--- src/rtl/multdiv_iter.sv ---
// Iterative multiply/divide unit: one bit per cycle (shift-add multiply, restoring divide),
// fixed WIDTH-cycle latency, results held until the next completion.
module multdiv_iter #(
  parameter int WIDTH = 32
) (
  input  logic             clock,
  input  logic             reset,
  input  logic             start,
  input  logic [1:0]       op,
  input  logic [WIDTH-1:0] operand_a,
  input  logic [WIDTH-1:0] operand_b,
  input  logic             kill,
  output logic             ready,
  output logic             busy,
  output logic             result_valid,
  output logic [WIDTH-1:0] result,
  output logic [WIDTH-1:0] result_hi,
  output logic             exception
);
  localparam int CW = $clog2(WIDTH);

  typedef enum logic [1:0] {IDLE, RUN, DONE} state_t;
  state_t state, state_nxt;

  logic [CW-1:0]    cnt;
  logic             is_div, is_sgn, neg_q, neg_r, div0, exc_pend;
  logic [WIDTH-1:0] a_raw, b_reg, hi, lo, hi_nxt, lo_nxt;

  logic             accept, last;
  logic             a_neg, b_neg, in_div0, in_ovf;
  logic [WIDTH-1:0] a_mag, b_mag;

  assign ready        = (state == IDLE) || (state == DONE);
  assign busy         = (state == RUN);
  assign result_valid = (state == DONE);
  assign accept       = start && ready && !kill;
  assign last         = (state == RUN) && (cnt == CW'(WIDTH-1));

  // Operand preparation: the datapath always works on magnitudes.
  assign a_neg   = !op[1] && operand_a[WIDTH-1];
  assign b_neg   = !op[1] && operand_b[WIDTH-1];
  assign a_mag   = a_neg ? (~operand_a + WIDTH'(1)) : operand_a;
  assign b_mag   = b_neg ? (~operand_b + WIDTH'(1)) : operand_b;
  assign in_div0 = op[0] && (operand_b == '0);
  assign in_ovf  = op[0] && !op[1] && (operand_a == {1'b1, {(WIDTH-1){1'b0}}}) &&
                   (operand_b == '1);

  // One iteration. Multiply: {hi,lo} accumulates and shifts right, lo holds the multiplier.
  // Divide: hi is the partial remainder, lo shifts the dividend out and quotient bits in.
  logic [WIDTH:0] sum, shifted, diff;
  always_comb begin
    sum     = {1'b0, hi} + (lo[0] ? {1'b0, b_reg} : '0);
    shifted = {hi, lo[WIDTH-1]};
    diff    = shifted - {1'b0, b_reg};
    if (is_div) begin
      hi_nxt = diff[WIDTH] ? shifted[WIDTH-1:0] : diff[WIDTH-1:0];
      lo_nxt = {lo[WIDTH-2:0], !diff[WIDTH]};
    end else begin
      {hi_nxt, lo_nxt} = {sum, lo[WIDTH-1:1]};
    end
  end

  // Sign fix-up applied to the final iteration's value.
  logic [2*WIDTH-1:0] prod, prod_s;
  logic [WIDTH-1:0]   q_s, r_s, fin_lo, fin_hi;
  logic               fin_exc;
  always_comb begin
    prod   = {hi_nxt, lo_nxt};
    prod_s = neg_q ? (~prod + (2*WIDTH)'(1)) : prod;
    q_s    = neg_q ? (~lo_nxt + WIDTH'(1)) : lo_nxt;
    r_s    = neg_r ? (~hi_nxt + WIDTH'(1)) : hi_nxt;
    fin_lo  = prod_s[WIDTH-1:0];
    fin_hi  = prod_s[2*WIDTH-1:WIDTH];
    fin_exc = is_sgn ? (fin_hi != {WIDTH{fin_lo[WIDTH-1]}}) : (fin_hi != '0);
    if (is_div) begin
      fin_lo  = div0 ? '0 : q_s;
      fin_hi  = div0 ? a_raw : r_s;
      fin_exc = exc_pend;
    end
  end

  always_comb begin
    state_nxt = state;
    case (state)
      IDLE:    if (accept) state_nxt = RUN;
      RUN:     if (kill) state_nxt = IDLE;
               else if (last) state_nxt = DONE;
      DONE:    state_nxt = accept ? RUN : IDLE;
      default: state_nxt = IDLE;
    endcase
  end

  always_ff @(posedge clock or negedge reset) begin
    if (!reset) begin
      state     <= IDLE;
      cnt       <= '0;
      is_div    <= 1'b0;
      is_sgn    <= 1'b0;
      neg_q     <= 1'b0;
      neg_r     <= 1'b0;
      div0      <= 1'b0;
      exc_pend  <= 1'b0;
      a_raw     <= '0;
      b_reg     <= '0;
      hi        <= '0;
      lo        <= '0;
      result    <= '0;
      result_hi <= '0;
      exception <= 1'b0;
    end else begin
      state <= state_nxt;
      if (accept) begin
        cnt      <= '0;
        is_div   <= op[0];
        is_sgn   <= !op[1];
        neg_q    <= a_neg ^ b_neg;
        neg_r    <= a_neg;
        div0     <= in_div0;
        exc_pend <= in_div0 || in_ovf;
        a_raw    <= operand_a;
        b_reg    <= op[0] ? b_mag : a_mag;
        hi       <= '0;
        lo       <= op[0] ? a_mag : b_mag;
      end else if (state == RUN) begin
        cnt <= cnt + CW'(1);
        hi  <= hi_nxt;
        lo  <= lo_nxt;
      end
      // A kill on the final iteration must leave the previous result visible.
      if (last && !kill) begin
        result    <= fin_lo;
        result_hi <= fin_hi;
        exception <= fin_exc;
      end
    end
  end
endmodule

--- config.mk ---
export PLATFORM = sky130hd
export DESIGN_NAME = multdiv_iter
export DESIGN_NICKNAME = d
export VERILOG_FILES = /design/src/rtl/multdiv_iter.sv
export SDC_FILE = /design/constraint.sdc
export NUM_CORES = 1
export LEC_CHECK = 0
export ABC_CLOCK_PERIOD_IN_PS = 14450
export BUFFER_PORTS_ARGS = -buffer_cell sky130_fd_sc_hd__buf_2
export CAP_MARGIN = 20
export CORE_ASPECT_RATIO = 1.2
export CORE_MARGIN = 3
export CORE_UTILIZATION = 35
export CTS_CLUSTER_DIAMETER = 150
export CTS_CLUSTER_SIZE = 28
export DETAILED_ROUTE_END_ITERATION = 8
export PLACE_DENSITY = 0.49
export SLEW_MARGIN = 25
export SYNTH_ARGS = -nofsm -noshare
export SYNTH_HDL_FRONTEND = slang
export SYNTH_SLANG_ARGS = --single-unit
--- constraint.sdc ---
create_clock -name clock -period 14.45 [get_ports clock]
set_input_delay 2.1675 -clock clock [delete_from_list [all_inputs] [get_ports clock]]
set_output_delay 2.1675 -clock clock [all_outputs]
set_load 0.1 [all_outputs]
==> metrics.csv, run 1 <==
metric;value;unit
status;finished, final reports clean;
setup repair bufs after CTS;0;
# setup viols final;0;
GP Congestion;0.942;
CTS Buffer Depth;3;
Hold EP;a_raw[14];
DIE AREA;55600;sq um
FF-to-FF path depth;29;
Initial Util;0.357;
worst reg2reg path startpoint;lo[31];
clk_skew;0.0528;ns
post-synth top area share;0.279;
Synth Warn #;0;
Tcrit/Tclk final;0.541;
maxcap violations;0;
Hold Path Origin;a_raw[14];
first-pass detailed-route iteration total;5;
sw power;0.00251;W
Via density;5.74;
die width;216;um
io pins;138;
placed insts;3164;
wire length per cell;23.3;um
startpoint types;flip-flop;
gr usage total;0.260;
Clock Sinks;206;
Worst Path Required;14.87;ns
Final min period;7.82;ns
Reg clk slew, reported paths;0.13;ns
Synth top cells by count;nand2_1, o21ai_0, dfrtp_1, nor2_1, a21oi_1;
Synth Net Count;2592;
Die Ht;258;um
Flop pwr share;0.190;
ANT nets after route;0;
# resized after CTS;0;
Worst setup EP type;flip-flop;
DR DRC count;0;
total number of vias;18300;
latest clock arrival within the worst-skew pair;0.53;ns
clock root buffer;clkbuf_16;
layout cell share with drive strength beyond 1;0.102;
mapped cell area;18500;sq um
Sw Share;0.568;
hold buffers post-CTS;0;
Core ar.;51800;sq um
max incr delay on CP;0.62;ns
final wirelength;74.1;mm
TritonCTS buffer count;11;
Comb power frac;0.727;
Setup TNS;0;ns
vias in the first global route;17400;
Hold Crit Depth;2;
Cell variety after synth;111;
hold crit path type;flip-flop to flip-flop;
Setup CP Type;flip-flop to flip-flop;
measured slew at the worst slew-check pin;1.04;ns
Final HPWL DP;57.0;mm
Rows;91;
initial drt markers;1643;
Worst path slowest cell;or4b_2;
Max FO, Critical Path;26;
r2r endpoint;exception;
flops & latches, synth;206;
Slew headroom;0.306;
Seq/Total Area, Yosys;0.279;
Most used DFF post-synth;dfrtp_1;
Syn Area/Cell;7.55;sq um
Yosys top cell by area;dfrtp_1;
top-count cell post-synth;nand2_1;
asr flop ratio synth;1.00;
Area Growth Syn to Fin;8.44;%
# fillers;5571;
RSZ-0062 raised after global routing;false;
CTS tree;done;
Final Hold Viols;0;
CTS H-tree depth;1;
top post-synthesis cells by area;dfrtp_1, nand2_1, o21ai_0, xnor2_1, ha_1;
Max Clock Freq;0.128;GHz
Int Pwr;0.00191;W
PortBufs;137;
clock share of power;0.083;
Max VDD drop;0.000110;V
Layout Cells excl Fill;3181;
fin. max-slew vios;0;
P_leak;8.59;nW
first-pass GRT wire length;112;mm
hold_ws;0.486;ns
GRT Residual Overflow;0;
initial antenna violation count;2;
Syn Inst Count;2449;
nets;2623;
Arrival @ worst endpoint;8.24;ns
Post-synth EDFFs;0;
power density over the cells;220;nW/um^2
largest net degree at the start of global routing;175;
Worst R2R Setup Slack;6.63;ns
[power groups by stage]
stage	clock (W)	combinational (W)	sequential, W
global placement	0	0.00317	0.000841
detailed placement	0	0.00316	0.000849
global route	0.000394	0.00347	0.000859
finish	0.000365	0.00321	0.000839
CTS	0.000379	0.00318	0.000836
floorplan	0	0.00213	0.000878
[area by class of cell]
| type | count | area [sq um] | area share |
|---|---|---|---|
| well taps | 697 | 872 | 0.0435 |
| flip-flops and latches | 206 | 5160 | 0.258 |
| multi-input cells | 2023 | 12500 | 0.624 |
| inverters | 74 | 278 | 0.0139 |
| clock inverters | 2 | 25.0 | 0.00125 |
| clock buffers | 13 | 283 | 0.0141 |
| diodes | 2 | 5.00 | 0.000250 |
| repair buffers | 164 | 913 | 0.0456 |
[metal layers]
metal	GRT usage	share of wire	vias up	wire, um
met4	0.0700	0.030	0	2210
met1	0.353	0.44	8863	32900
met5	0	0	-	0
li1	-	-	8767	-
met2	0.437	0.47	552	35200
met3	0.0317	0.052	79	3840
[critical path: cells and delay by family (launching register included)]
kind,cells,cell delay [ns]
and+or+nand+nor,13,3.98
DFF,1,0.49
buffers and inverters,3,0.47
xor gates and xnor gates,2,0.41
AOI/OAI and AO/OA,8,1.51
adders and majority gates,3,0.80
[per-stage QoR]
step	setup slack [ns]	cell area [sq um]	total power (W)	util
2_1_floorplan	7.16	18500	0.00301	-
3_3_place_gp	6.95	19700	0.00401	0.380
3_5_place_dp	6.77	19700	0.00401	0.381
4_1_cts	6.72	20000	0.00440	0.387
5_1_grt	6.09	20000	0.00472	0.387
6_report	6.63	20000	0.00442	0.387
[cell families (layout without fill, tap and decap cells)]
kind of cell	count (synthesis)	in the layout	synth area share
muxes	65	65	0.0368
other	0	2	0
adders and majority gates	73	73	0.0502
buffers and inverters	220	253	0.0473
DFF	206	206	0.279
xor gates and xnor gates	206	206	0.0994
and+or+nand+nor	955	955	0.240
AOI/OAI and AO/OA	724	724	0.247
[cells in the final DEF (no fill, tap or decap), types with 14 or more instances in the layout]
| cell type | instances |
|---|---|
| buf_4 | 27 |
| a21o_1 | 21 |
| o21a_1 | 14 |
| a22o_1 | 33 |
| nand4_1 | 28 |
| o31ai_1 | 34 |
| nor2_1 | 180 |
| o21ai_0 | 256 |
| nand3_1 | 66 |
| xnor2_1 | 108 |
| nor3_1 | 62 |
| or4_1 | 14 |
| inv_1 | 72 |
| buf_2 | 135 |
| o211ai_1 | 57 |
| xor2_1 | 95 |
| or3_1 | 14 |
| and2_1 | 40 |
| a31oi_1 | 15 |
| nand2b_1 | 16 |
| nor4_1 | 27 |
| nand2_1 | 432 |
| mux2i_1 | 55 |
| dfrtp_1 | 203 |
| a21oi_1 | 169 |
| ha_1 | 71 |
| a211oi_1 | 17 |
[how the worst max path moves through the flow]
stage            from         to  slack, ns  depth (start not counted)
2_1_floorplan  is_div  exception       7.16                         28
3_3_place_gp   lo[31]  exception       6.95                         29
3_5_place_dp   lo[31]  exception       6.77                         29
4_1_cts        lo[31]  exception       6.72                         29
5_1_grt        lo[31]  exception       6.09                         29
6_report       lo[31]  exception       6.63                         29
(Power assumes the default switching activity.)
==> run 2, diff against run 1 <==
--- a/config.mk
+++ b/config.mk
@@ -5,7 +5,7 @@
 export SDC_FILE = /design/constraint.sdc
 export NUM_CORES = 1
 export LEC_CHECK = 0
-export ABC_CLOCK_PERIOD_IN_PS = 14450
+export ABC_CLOCK_PERIOD_IN_PS = 6900
 export BUFFER_PORTS_ARGS = -buffer_cell sky130_fd_sc_hd__buf_2
 export CAP_MARGIN = 20
 export CORE_ASPECT_RATIO = 1.2
@@ -14,7 +14,7 @@
 export CTS_CLUSTER_DIAMETER = 150
 export CTS_CLUSTER_SIZE = 28
 export DETAILED_ROUTE_END_ITERATION = 8
-export PLACE_DENSITY = 0.49
+export PLACE_DENSITY = 0.51
 export SLEW_MARGIN = 25
 export SYNTH_ARGS = -nofsm -noshare
 export SYNTH_HDL_FRONTEND = slang
==> constraint.sdc (replaced) <==
create_clock -name clock -period 6.9 [get_ports clock]
set_input_delay 1.035 -clock clock [delete_from_list [all_inputs] [get_ports clock]]
set_output_delay 1.035 -clock clock [all_outputs]
set_load 0.1 [all_outputs]
==> run 2 against run 1 <==
Fmax grew 18%. Clock skew shrank 0.018 ns. First-iteration DRC count grew 6.1%. Design area grew 1.7%. Sequential power grew 110%. Global-route usage grew 0.21 points. Critical path type unchanged. Largest cell class unchanged.
==> metrics.csv, run 2 (same netlist as run 1, synthesis figures left out) <==
metric;value;unit
status;finished, final reports clean;
Tcrit/Tclk final;0.962;
first-pass GRT wire length;113;mm
Setup CP Type;flip-flop to flip-flop;
Core ar.;51800;sq um
hold crit path type;primary input to asynchronous set/reset pin;
clock share of power;0.079;
final wirelength;75.1;mm
hold_ws;0.466;ns
ANT nets after route;0;
Max Clock Freq;0.151;GHz
latest clock arrival within the worst-skew pair;0.52;ns
largest net degree at the start of global routing;132;
# diodes;0;
Setup TNS;0;ns
commonest non-fill, non-tap cell in the layout;nand2_1;
max incr delay on CP;0.55;ns
PortBufs;137;
# setup viols final;0;
DIE AREA;55600;sq um
Layout Cells excl Fill;3217;
vias in the first global route;18100;
CP top delay family;compound AO/OA/AOI/OAI gates;
Worst R2R Setup Slack;0.26;ns
Worst path depth;28;
Post-Place Worst Slack;-0.140;ns
total number of vias;18800;
Rows;91;
P_leak;8.79;nW
initial drt markers;1744;
hold buffers post-CTS;0;
DR DRC count;0;
Final Hold Viols;0;
Reg clk slew, reported paths;0.13;ns
clock root buffer;clkbuf_16;
GRT Residual Overflow;0;
sw power;0.00540;W
Worst setup EP type;flip-flop;
placed insts;3198;
Worst Path Required;7.32;ns
Die Ht;258;um
Max FO, Critical Path;4;
maxcap violations;0;
layout cell share with drive strength beyond 1;0.118;
CTS H-tree depth;1;
TritonCTS buffer count;11;
startpoint types;flip-flop;
Crit path top cell by count;buf_4;
io pins;138;
Overall Power;0.00959;W
Bufs and invs on worst path;4;
clk_skew;0.0344;ns
initial antenna violation count;5;
Final HPWL DP;58.2;mm
Arrival @ worst endpoint;7.06;ns
power density over the cells;470;nW/um^2
Max VDD drop;0.000208;V
fin. max-slew vios;0;
Via density;5.85;
Initial Util;0.357;
die width;216;um
CTS Buffer Depth;3;
worst setup margin;0.263;ns
measured slew at the worst slew-check pin;1.05;ns
Slew headroom;0.289;
Sw Share;0.563;
Int Pwr;0.00419;W
r2r endpoint;exception;
Clock Sinks;206;
wire length per cell;23.3;um
most frequent cells in the layout;nand2_1, o21ai_0, dfrtp_1;
Worst path slowest cell;or4b_4;
gr usage total;0.262;
GP Congestion;0.978;
Comb power frac;0.738;
nets;2662;
Area Growth Syn to Fin;10.3;%
Flop pwr share;0.183;
first-pass detailed-route iteration total;6;
Final min period;6.64;ns
worst reg2reg path startpoint;b_reg[0];
FF-to-FF path depth;28;
CTS tree;done;
## run 2: repair_timing
item	in CTS	in global routing
pin swaps	3	9
setup endpoints to repair	1	1
buffers inserted	1	3
gates resized for setup	3	9
## run 2: power groups by stage
stage	registers (W)	logic [W]	clock network [W]
global route	0.00179	0.00758	0.000819
finish	0.00175	0.00708	0.000754
floorplan	0.00184	0.00447	0
CTS	0.00175	0.00691	0.000785
detailed placement	0.00178	0.00685	0
global placement	0.00176	0.00685	0
## run 2: per-layer routing
metal	vias to the layer above	track usage	routed length, um
met5	-	0	0
met2	673	0.448	35900
met3	141	0.0290	4460
li1	8837	-	-
met1	9168	0.340	31500
met4	0	0.0992	3220
## run 2: worst max-delay path by stage
stage          startpoint         to  slack (ns)
2_1_floorplan      is_div  exception        0.12
5_1_grt            lo[31]  exception       -0.11
3_5_place_dp     b_reg[0]  exception       -0.14
6_report         b_reg[0]  exception        0.26
4_1_cts          b_reg[0]  exception        0.06
3_3_place_gp     b_reg[0]  exception       -0.08
## run 2: worst register-to-register path: cells and delay by family (launching register included)
kind | cells | cell delay [ns]
adder cells (fa/ha/maj) | 3 | 0.81
AO/OA/AOI/OAI | 10 | 2.33
buffers and inverters | 4 | 0.52
XOR/XNOR | 2 | 0.38
flip-flops | 1 | 0.42
AND/OR/NAND/NOR | 9 | 2.09
## run 2: layout make-up
type	count	area (sq um)
fill	5438	31400
multi-input combinational	2023	12500
timing repair buffer	203	1230
clock buffer	12	279
tap	697	872
inverter	74	278
clock inverter	2	20.0
sequential	206	5160
## run 2: through the flow
| step | util | instance area [sq um] |
|---|---|---|
| 5_1_grt | 0.393 | 20400 |
| 2_1_floorplan | - | 18500 |
| 3_3_place_gp | 0.385 | 20000 |
| 4_1_cts | 0.392 | 20300 |
| 3_5_place_dp | 0.385 | 20000 |
| 6_report | 0.393 | 20400 |
